===== config.mk =====
export PLATFORM = sky130hd
export DESIGN_NAME = get_controller
export DESIGN_NICKNAME = d
export VERILOG_FILES = /design/src/rtl/get_controller.sv
export SDC_FILE = /design/constraint.sdc
export NUM_CORES = 1
export LEC_CHECK = 0
export CAP_MARGIN = 0
export CORE_UTILIZATION = 45
export CTS_CLUSTER_DIAMETER = 40
export DETAILED_ROUTE_END_ITERATION = 12
export GPL_TIMING_DRIVEN = 0
export PLACE_DENSITY = 0.72
export SLEW_MARGIN = 0
export SYNTH_ARGS = -nofsm -noshare
export SYNTH_HDL_FRONTEND = slang
export SYNTH_SLANG_ARGS = --single-unit

===== constraint.sdc =====
create_clock -name clk -period 3.15 [get_ports clk]
set_input_delay 0.63 -clock clk [delete_from_list [all_inputs] [get_ports clk]]
set_output_delay 0.63 -clock clk [all_outputs]
set_load 0.1 [all_outputs]

===== src/rtl/get_controller.sv =====
// Purpose: consumer-side FIFO read controller with a 2-entry skid buffer.
// Latency: en_get in cycle N, word visible on data_out in N+2; one word/cycle sustained.
// Backpressure: reads only while buffer space (held + in flight) is reserved; req_get=0 stalls after 2 strobes.
module get_controller #(
    parameter int DATA_WIDTH = 8
) (
    input  logic                  clk,
    input  logic                  rst,
    input  logic                  empty,
    output logic                  en_get,
    input  logic [DATA_WIDTH-1:0] fifo_data,
    input  logic                  req_get,
    output logic                  valid_out,
    output logic [DATA_WIDTH-1:0] data_out
);

    logic [1:0]            cnt;
    logic                  inflight;
    logic [DATA_WIDTH-1:0] head_q;
    logic [DATA_WIDTH-1:0] tail_q;
    logic                  pop;
    logic [1:0]            reserved;

    assign valid_out = (cnt != 2'd0);
    assign data_out  = head_q;
    assign pop       = valid_out && req_get;
    assign reserved  = cnt + {1'b0, inflight};

    // A pop this cycle frees a slot, so a full buffer can be refilled without a bubble.
    assign en_get = !rst && !empty && ((reserved - {1'b0, pop}) < 2'd2);

    always_ff @(posedge clk) begin
        if (rst) begin
            cnt      <= 2'd0;
            inflight <= 1'b0;
            head_q   <= '0;
            tail_q   <= '0;
        end else begin
            inflight <= en_get;

            if (inflight) begin
                if (cnt == 2'd0 || (cnt == 2'd1 && pop)) begin
                    head_q <= fifo_data;
                end else if (cnt == 2'd1) begin
                    tail_q <= fifo_data;
                end else if (pop) begin
                    head_q <= tail_q;
                    tail_q <= fifo_data;
                end
            end else if (pop && cnt == 2'd2) begin
                head_q <= tail_q;
            end

            if (inflight && !pop) begin
                cnt <= cnt + 2'd1;
            end else if (!inflight && pop) begin
                cnt <= cnt - 2'd1;
            end
        end
    end

endmodule


==> metrics.md, run 1 <==
| Metric | Value |
|---|---|
| Final TNS setup | `0 ns` |
| Crit share post-route | `0.965` |
| Pin slew with the least headroom to its limit | `0.968 ns` |
| Fraction of layout cells with a size suffix above 1 | `0.217` |
| Critical Path Sink Type | `primary output` |
| Final antenna-violating net count | `0` |
| Final slew viol count | `0` |
| Critical path buffer and inverter count | `3` |
| Placed insts | `152` |
| Worst Setup Start Kind | `input port` |
| DP Area | `1280 sq um` |
| Gr usage total | `0.206` |
| Post-Layout Cell Count | `156` |
| Vias in the first global route | `856` |
| Multi-input logic area | `578 sq um` |
| CTS Sinks | `19` |
| Avg Inst Size Synth | `9.37 sq um` |
| Final wirelength | `2.15 mm` |
| Complex-gate fraction of the synthesized area | `0.204` |
| Worst Hold Class | `flip-flop to flip-flop` |
| Synthesis-to-layout area growth | `32.6%` |
| CP top delay family | `buffers and inverters` |
| DRT iter0 DRCs | `14` |
| Worst path max stage delay | `0.55 ns` |
| CTS tree | `yes` |
| Syn Nets | `122` |
| Simple-gate share of the synthesized area | `0.146` |
| Initial Utilization | `0.491` |
| Synthesized flop and latch total | `19` |
| Pwr Density | `1010 nW/um^2` |
| Chip width | `48.8 microns` |
| Detailed Routing Iterations Pass 1 | `4` |
| Final worst setup slack | `0.110 ns` |
| Routed via count | `831` |
| Die Y-Extent | `48.8 microns` |
| Netlist Area Pre-Place | `983 sq um` |
| # fillers | `176` |
| Final Hold Vio Count | `0` |
| Smallest hold slack | `0.469 ns` |
| Total gr overflow | `0` |
| N_diodes | `0` |
| Largest net degree at the start of global routing | `13` |
| Vias/cell | `5.33` |
| Placer Congestion | `0.723` |
| H-tree levels | `1` |
| Rows | `16` |
| WS Path Type | `input port to primary output` |
| Crit-path max FO | `4` |
| # IOs | `22` |
| Longest Clk Path Bufs | `2` |
| Worst clock skew | `0.00682 ns` |
| CTS buffer count | `3` |
| Largest family of logic cells by synthesized area | `compound AO/OA/AOI/OAI gates` |
| Wirelength per Cell | `13.8 microns` |
| Die Area | `2380 sq um` |
| Post-Synth Adder-Cell Area | `0.0636` |
| Finished Core Util | `0.651` |
| RSZ-0062 raised after global routing | `no` |
| Final Cell Area | `1300 sq um` |
| DRC violations left | `0` |
| Post-place setup slack | `-0.609 ns` |
| FMAX | `0.329 GHz` |
| Initial antenna violation count | `0` |
| Final Critical Period | `3.04 ns` |
| Max_slew headroom | `0.353` |
| Clock Latency Late Sink | `0.30 ns` |
| CTS Root Cell | `clkbuf_4` |
| Seq. cell area | `382 sq um` |
| Max Cap Viol | `0` |
| Core Area | `2000 sq um` |
| Crit path DAT | `2.41 ns` |
| Clock transition at path regs | `0.11 ns` |
| Nets@finish | `147` |
| Worst path cell trace | `clkdlybuf4s50_1 > nand2_2 > inv_2 > ha_4 > nor2_2 > xnor2_2 > nor3_4 > buf_2` |
| Max IR drop VDD | `0.537 mV` |
| Seq/Total Area, Yosys | `0.387` |
| Post-Syn Instances | `105` |
| CP required | `2.52 ns` |
| Yosys cell types | `24` |
| Synthesis Warnings | `0` |
| First-pass GRT wire length | `3.75 mm` |
| Final HPWL DP | `1.53 mm` |
| Slowest-stage cell, CP | `clkdlybuf4s50_1` |
| Port bufs | `20` |
| Final setup vio count | `0` |
| XOR/XNOR Fraction of Synth Area | `0.0356` |
| Mux cell area share after synthesis | `0.0814` |
| Outcome | `finished clean` |
| Leakage | `0.438 nW` |
| Total Power | `1.32 mW` |
## state kept, by name (all words and copies together), names as in the netlist
register / count
data_out: 8
tail_q: 8
inflight: 1
cnt: 2
## synth_stat cells
cell type   n  area, sq um
a2111oi_0   1         8.76
a211oi_1    8         60.1
a21o_1      1         7.51
a21oi_1     2         10.0
a221oi_2    7          105
a22o_1      1         8.76
and3_1      1         6.26
buf_2       2         10.0
buf_6       1         11.3
clkbuf_1    3         11.3
dfxtp_1    19          380
ha_1        5         62.6
inv_1      13         48.8
mux2i_1     8         80.1
nand2_1     2         7.51
nand2b_1    2         12.5
nand3_1     7         35.0
nor2_1     12         45.0
nor2b_1     1         6.26
nor3_1      3         15.0
nor3_2      1         10.0
or2_1       1         6.26
xnor2_1     3         26.3
xor2_1      1         8.76
## worst register-to-register path: cells and delay by family, from the launching register on
kind,cells,cell delay [ns]
buffers and inverters,4,0.48
AND/OR/NAND/NOR,2,0.30
AO/OA/AOI/OAI,2,0.49
adder cells (fa/ha/maj),2,0.41
flip-flops,1,0.39
## power breakdown
| group | internal (mW) | total [mW] | leakage [nW] | switching (mW) |
|---|---|---|---|---|
| Sequential | 0.293 | 0.326 | 0.155 | 0.0324 |
| Clock | 0.0483 | 0.131 | 0.0139 | 0.0826 |
| Combinational | 0.279 | 0.861 | 0.269 | 0.582 |
## worst paths after layout
kind	start	end	slack, ns	depth (start not counted)
worst max-delay path	req_get	en_get	0.11	8
worst min-delay path	data_out[0]$_SDFFE_PP0P_	data_out[0]$_SDFFE_PP0P_	0.47	2
worst max register to register	cnt[0]$_SDFFE_PP0P_	data_out[4]$_SDFFE_PP0P_	1.02	10
worst min register to register	data_out[0]$_SDFFE_PP0P_	data_out[0]$_SDFFE_PP0P_	0.47	2
## cell usage in the layout (no fill, tap or decap), types with 2 or more instances in the layout
cell / synthesis / routed
a211oi_1: 8 / 8
a21oi_1: 2 / 2
a221oi_2: 7 / 7
buf_2: 2 / 3
clkbuf_1: 3 / 3
clkbuf_4: 0 / 3
clkdlybuf4s50_1: 0 / 19
clkinvlp_4: 0 / 2
dfxtp_1: 19 / 18
ha_1: 5 / 3
ha_4: 0 / 2
inv_1: 13 / 9
inv_2: 0 / 3
mux2i_1: 8 / 8
nand2b_1: 2 / 2
nand3_1: 7 / 7
nor2_1: 12 / 11
nor3_1: 3 / 2
xnor2_2: 0 / 2
## cell families (layout without fill, tap and decap cells)
kind of cell / count (synthesis) / count (layout)
simple gates: 30 / 30
compound gates: 20 / 20
flops: 19 / 19
buf+inv: 19 / 43
mux: 8 / 8
fa+ha+maj: 5 / 5
xor+xnor: 4 / 4
## layer usage
metal  part of all wire  wire (microns)  track usage  up-vias
met5                  0               0            0        -
met1               0.48            1040        0.262      392
li1                   -               -            -      421
met2               0.47            1020        0.345       16
met3              0.036              78       0.0377        2
met4             0.0056              12       0.0735        0
## repair_timing
| item | in CTS | in global routing |
|---|---|---|
| endpoints found under the setup margin | 1 | 0 |
| hold buffers | 0 | 0 |
| setup buffers | 0 | 0 |
| resized for setup | 5 | 0 |
## cell type report
cell class                 count  area share
clock inverter                 1     0.00576
timing repair buffer          20       0.150
multi-input combinational     67       0.443
buffer                         6      0.0250
tap                           27      0.0259
sequential                    19       0.293
clock buffer                   3      0.0173
inverter                      13      0.0403
Power figures use the tool's default switching activity.
==> run 2: changes to the inputs <==
SLEW_MARGIN = unset   (was 0)
==> results of run 2 <==
Final layout, timing and power as in run 1 (identical DEF).
==> run 3: changes to the inputs <==
CAP_MARGIN = 20   (was 0)
==> results of run 3 <==
Final layout, timing and power as in run 1 (identical DEF).
